$ cat config.mk
export PLATFORM = sky130hd
export DESIGN_NAME = rr_mux_reg
export DESIGN_NICKNAME = d
export VERILOG_FILES = /design/src/rtl/rr_mux_reg.sv
export SDC_FILE = /design/constraint.sdc
export NUM_CORES = 1
export LEC_CHECK = 0
export BUFFER_PORTS_ARGS = -buffer_cell sky130_fd_sc_hd__buf_2
export CORE_ASPECT_RATIO = 0.8
export CORE_MARGIN = 2
export CORE_UTILIZATION = 40
export CTS_CLUSTER_DIAMETER = 60
export DETAILED_ROUTE_END_ITERATION = 7
export PLACE_DENSITY_LB_ADDON = 0.15
export SYNTH_ARGS = -nofsm -noshare
export SYNTH_HDL_FRONTEND = slang
export SYNTH_SLANG_ARGS = --single-unit
$ cat constraint.sdc
create_clock -name clk -period 7.26 [get_ports clk]
set_input_delay 1.452 -clock clk [delete_from_list [all_inputs] [get_ports clk]]
set_output_delay 1.452 -clock clk [all_outputs]
set_load 0.01 [all_outputs]
$ cat src/rtl/rr_mux_reg.sv
// N-way round-robin merge of valid/ready channels into one registered output stage.
// Grant scanning starts at the priority pointer, which moves past each accepted channel.
module rr_mux_reg #(
  parameter  int WIDTH = 32,
  parameter  int N     = 4,
  localparam int SELW  = $clog2(N)
) (
  input  logic               clk,
  input  logic               reset,
  input  logic               Flush,
  input  logic [N-1:0]       InValid,
  input  logic [N*WIDTH-1:0] InData,
  output logic [N-1:0]       InReady,
  output logic               OutValid,
  output logic [WIDTH-1:0]   OutData,
  output logic [SELW-1:0]    OutSel,
  input  logic               OutReady
);

  logic              out_valid_q, out_valid_d;
  logic [WIDTH-1:0]  out_data_q,  out_data_d;
  logic [SELW-1:0]   out_sel_q,   out_sel_d;
  logic [SELW-1:0]   ptr_q,       ptr_d;

  logic              grant_v;
  logic [SELW-1:0]   grant_idx;
  logic [WIDTH-1:0]  grant_data;
  logic              accept;

  // Lowest valid index at or above the pointer wins; otherwise lowest below it.
  always_comb begin
    grant_v   = 1'b0;
    grant_idx = '0;
    for (int i = N - 1; i >= 0; i--) begin
      if (InValid[i] && (i < int'(ptr_q))) begin
        grant_v   = 1'b1;
        grant_idx = SELW'(i);
      end
    end
    for (int i = N - 1; i >= 0; i--) begin
      if (InValid[i] && (i >= int'(ptr_q))) begin
        grant_v   = 1'b1;
        grant_idx = SELW'(i);
      end
    end
  end

  always_comb begin
    grant_data = '0;
    for (int i = 0; i < N; i++) begin
      if (grant_idx == SELW'(i)) grant_data = InData[i*WIDTH +: WIDTH];
    end
  end

  assign accept  = grant_v && (!out_valid_q || OutReady) && !Flush && !reset;
  assign InReady = accept ? (N'(1) << grant_idx) : '0;

  always_comb begin
    out_valid_d = out_valid_q;
    out_data_d  = out_data_q;
    out_sel_d   = out_sel_q;
    ptr_d       = ptr_q;
    if (Flush) begin
      out_valid_d = 1'b0;
    end else if (accept) begin
      out_valid_d = 1'b1;
      out_data_d  = grant_data;
      out_sel_d   = grant_idx;
      ptr_d       = (grant_idx == SELW'(N - 1)) ? '0 : grant_idx + 1'b1;
    end else if (out_valid_q && OutReady) begin
      out_valid_d = 1'b0;
    end
  end

  always_ff @(posedge clk) begin
    if (reset) begin
      out_valid_q <= 1'b0;
      out_data_q  <= '0;
      out_sel_q   <= '0;
      ptr_q       <= '0;
    end else begin
      out_valid_q <= out_valid_d;
      out_data_q  <= out_data_d;
      out_sel_q   <= out_sel_d;
      ptr_q       <= ptr_d;
    end
  end

  assign OutValid = out_valid_q;
  assign OutData  = out_data_q;
  assign OutSel   = out_sel_q;

endmodule

## Word level (Yosys, flattened, before mapping)

Cells that the tools add are included.

| word-level totals | value |
|---|---|
| output and inout port bits | 39 |
| flip-flop bits (word level) | 37 |
| word-level logic and storage cells | 56 |

| cells by class | value |
|---|---|
| bitwise gates (word level) | 1 |
| shifts and indexed selects | 1 |
| $add $sub $neg | 1 |
| muxes and demuxes | 22 |
| equal/unequal tests | 3 |
| order comparisons | 6 |
| reduce and logical (&&, ||, !) cells | 18 |

Operators with widths:

| cell | count |
|---|---|
| two-way mux 32 bit | 4 |
| two-way mux 2 bit | 8 |
| logical AND 1 bit | 10 |
| two-way mux 1 bit | 9 |
| == test 2 bit, second input constant | 2 |
| >= comparator 1 x 2 -> 1 bit, first input constant | 2 |
| less-than comparator 1 x 2 -> 1 bit, first input constant | 2 |
| two-way mux 4 bit | 1 |
| left shift 1 x 2 -> 4 bit, first input constant | 1 |
| zero test 1 bit | 3 |
| adder 2 x 1 -> 2 bit, second input constant | 1 |
| == test 2 x 1 -> 1 bit, second input constant | 1 |
| >= comparator 2 bit, first input constant | 1 |
| zero test 2 bit | 1 |
| less-than comparator 2 bit, first input constant | 1 |
| AND reduction 2 bit | 1 |
| nonzero test 2 bit | 1 |
| OR reduction 2 bit | 1 |
| logical OR 1 bit | 1 |
| NOT 1 bit | 1 |

## Depth between registers and ports, before layout

| depth | value |
|---|---|
| depth in word-level cells | 14 |
| gate-level depth with buffers | 12 |
| mapped depth without buffers | 9 |

## Worst setup path before layout

No wires, ideal clock.

| timing | value |
|---|---|
| path kind | input to output |
| from | input port InValid[2] |
| to | output port InReady[3] |
| slack | 2.628 ns |
| data required time | 5.808 ns |
| data arrival time | 3.180 ns |
| stages | 8 |
| cells stage by stage | mux2i_1 -> nor2_1 -> or3_1 -> inv_1 -> ha_1 -> clkbuf_1 -> buf_1 -> and2_1 |

| between the ends | value |
|---|---|
| elaborated cells between the ends (all ways) | 21 |

RTL lines:

| item | RTL line | text |
|---|---|---|
| from (decl) | 11 | `input logic [N-1:0] InValid,` |
| logical AND 1 bit | 41 | `if (InValid[i] && (i >= int'(ptr_q))) begin` |
| two-way mux 2 bit (3 in series) | 41 |  |
| net grant_idx[0] | 26 | `logic [SELW-1:0] grant_idx;` |
| left shift 1 x 2 -> 4 bit | 56 | `assign InReady = accept ? (N'(1) << grant_idx) : '0;` |
| two-way mux 4 bit | 56 |  |
| to (decl) | 13 | `output logic [N-1:0] InReady,` |

The timed path passes the listed nets, and every way through them passes these cells.

## Worst setup path in the final report

Same ends and word-level chain as after synthesis.

==> impl_metrics.csv <==
group,metric,value,unit
critical_path,endpoint_kind,"output port",
pwr,irDropWorstVdd,0.0814,mV
grt,overflow,0,
timing,fin_crit_sh,66.2,%
grt,grt_pass1_vias,2478,
yosys,syn-num-nets,439,
yosys,syn_avg_cell_area,8.06,um^2
grt,gr-usage-all-layers,21.0,%
drt,drtIter0Drc,106,
final_layout,nFillCells,583,
yosys,yosys.area.top_type,"dfxtp_1",
timing,slew_headroom,41.7,%
floorplanning,core,5880,um^2
critical_path,arrival,3.36,ns
final_layout,area_growth,39.9,%
drt,routed-via-count,2851,
clock_network,cts_buffers,5,
critical_path,cp.required,5.81,ns
place,place_inst,527,
yosys,synth_area,2410,um^2
floorplanning,die-area,6670,um^2
hold_path,hold_start,"OutSel[1]$_SDFFE_PP0P_",
clock_network,cts_tree,"done",
critical_path,cp_top_family,"buffers and inverters",
critical_path,startpoint_type,"input pin",
yosys,ys_ff_latch,37,
clock_network,clockBufferDepth,2,
timing,whs,0.471,ns
timing,rsz0062_at_grt,"no",
clock_network,h-tree-depth,2,
drt,ant_nets,0,
yosys,yosys-top-cells-area,"dfxtp_1 (31%), a221o_1 (13%), a221oi_2 (9.3%)",
final_layout,finalNonFillerCells,535,
timing,setup_viol,0,
drt,drc,0,
timing,tightest_slew,0.875,ns
floorplanning,io_pins,175,
timing,fin_skew,0.00514,ns
place,placed_area,3290,um^2
timing,slew_violations,0,
job,maxCapViolations,0,
yosys,synth.top_cell.area_share,30.7,%
grt,grt_max_degree,66,
place,port_buffers,174,
critical_path,slowest_delay,0.53,ns
critical_path,cp-startpoint,"InValid[2]",
timing,fmax,208,MHz
critical_path,regToRegStartpoint,"ptr_q[1]$_SDFFE_PP0P_",
clock_network,clk_latency,0.28,ns
critical_path,path_cells,"buf_2 -> mux2i_1 -> nor2_1 -> or3_1 -> inv_1 -> ha_2 -> buf_4 -> and2_1 -> buf_2",
clock_network,clkTransAtPathRegs,0.07,ns
floorplanning,row_count,25,
drt,first_pass_iters,4,
pwr,p_leak,1.75,nW
clock_network,clock-sinks,37,
yosys,ys_seq_area_share,30.7,%
final_layout,design_area,3370,um^2
place,gp_congestion,0.743,
drt,via_per_inst,5.33,
place,hpwl,5.37,mm
yosys,synthesis.instances,299,
hold_path,holdCritPathClass,"register to register",
grt,grt_pass1_wl,11.5,mm
yosys,yosysWarnings,0,
drt,wirelength,7.31,mm
yosys,ys_types,30,
critical_path,crit_path_max_fanout,65,
timing,finalHoldViolations,0,
drt,wl_per_cell,13.7,um
final_layout,num_antenna_cells,0,
outcome,status,"finished clean",
critical_path,cp_common_cell,"buf_2",
critical_path,path_class,"input pin to output port",
final_layout,fin_nets,593,
floorplanning,die_h,73.4,um
clock_network,root_buffer,"clkbuf_8",
final_layout,drive_gt1_share,46.0,%
timing,fin_setup_tns,0,ns
clock_network,cts_resized,0,
grt,antenna_found_initial,0,
clock_network,postCtsSetupRepairBufs,0,
critical_path,crit_path_top_delay_cell,"buf_4",
floorplanning,initial_core_util,41.0,%
floorplanning,die_x,90.8,um
timing,fin_crit,4.81,ns
pwr,pwr_density_cell,168,nW/um^2
critical_path,crit_buf_inv,4,
clock_network,cts_hold_buf,0,
==> flip-flops by register name, summed over array words and instances, names as in the netlist <==
name,count
ptr_q,2
OutData,32
OutSel,2
OutValid,1
==> final timing paths <==
check | endpoint | slack [ns] | cells past startpoint
min reg2reg | OutSel[1]$_SDFFE_PP0P_ | 0.47 | 2
max | InReady[3] | 2.45 | 9
max reg2reg | OutData[13]$_SDFFE_PP0P_ | 4.23 | 11
min | OutSel[1]$_SDFFE_PP0P_ | 0.47 | 2
==> per-layer routing <==
metal	global-route usage [%]	vias to the layer above	part of all wire (%)	wire (um)
met2	36.3	123	45	3310
met5	0	-	0	0
li1	-	1422	-	-
met3	5.95	8	8.9	650
met1	25.9	1298	44	3250
met4	6.06	0	1.4	102
==> cell usage in the layout (no fill, tap or decap) <==
cell / n
buf_2: 174
buf_4: 5
a221o_1: 32
nor4_4: 1
nand2b_1: 1
dfxtp_1: 37
ha_1: 2
nand2_1: 3
nand3_1: 1
or4_2: 1
clkinv_2: 2
nor2_1: 34
a21oi_1: 36
o22ai_1: 1
clkbuf_1: 1
nor2b_2: 1
a31o_1: 1
ha_2: 2
nor2b_1: 2
nor3_1: 1
a221oi_1: 17
o21ai_0: 29
a211oi_2: 1
and2_1: 4
nor4_2: 2
inv_1: 36
clkbuf_8: 5
mux2i_1: 1
a221oi_2: 15
o21ai_1: 4
o21a_1: 1
or3_1: 1
==> through the flow <==
| stage | setup WS [ns] | power (mW) | util, % |
|---|---|---|---|
| 2_1_floorplan | 2.63 | 0.357 | - |
| 3_3_place_gp | 2.51 | 0.430 | 55.9 |
| 3_5_place_dp | 2.45 | 0.433 | 55.9 |
| 4_1_cts | 2.44 | 0.571 | 57.3 |
| 5_1_grt | 2.30 | 0.604 | 57.3 |
| 6_report | 2.45 | 0.565 | 57.3 |
==> worst reg2reg max path, stage by stage (launching register included) <==
cell	delay, ns
dfxtp_1	0.43
mux2i_1	0.22
nor2_1	0.08
or3_1	0.40
inv_1	0.11
ha_1	0.17
buf_4	0.34
nor2b_2	0.24
buf_4	0.26
a221o_1	0.31
a221oi_1	0.27
nor2_1	0.08
==> Yosys cell counts <==
library cell	n
a221oi_2	15
a21oi_1	36
buf_4	1
nand2_1	3
buf_1	1
nand2b_1	1
mux2i_1	1
a211oi_2	1
a221o_1	32
and2_1	4
nor3_1	1
nor2b_1	3
nor4_2	2
a31o_1	1
buf_6	2
or3_1	1
o21ai_0	29
o22ai_1	1
o21ai_1	4
a221oi_1	17
buf_2	1
or4_1	1
ha_1	4
dfxtp_1	37
nor2_1	34
nor4_4	1
inv_1	36
nand3_1	1
clkbuf_1	27
o21a_1	1
==> cells by family after synthesis <==
kind of cell               synth area share, %
AOI/OAI and AO/OA                         44.6
adders and majority gates                 2.08
buffers and inverters                     11.4
DFF                                       30.7
muxes                                    0.415
and+or+nand+nor                           10.7
==> final cells by class <==
| type | count | area (um^2) | share of cell area [%] |
|---|---|---|---|
| clock buffers | 6 | 72.6 | 2.15 |
| repair buffers | 179 | 908 | 26.9 |
| multi-input cells | 194 | 1400 | 41.6 |
| inverters | 36 | 135 | 4.01 |
| flip-flops and latches | 37 | 741 | 22.0 |
| clock inverters | 2 | 10.0 | 0.297 |
| well taps | 81 | 101 | 3.01 |
==> where the power goes <==
part           switching [mW]  total [mW]  internal, mW
Combinational           0.109       0.203        0.0935
Sequential            0.00711       0.226         0.218
Clock                  0.0699       0.136        0.0665
Note: power is estimated with default switching activity, not from simulation.
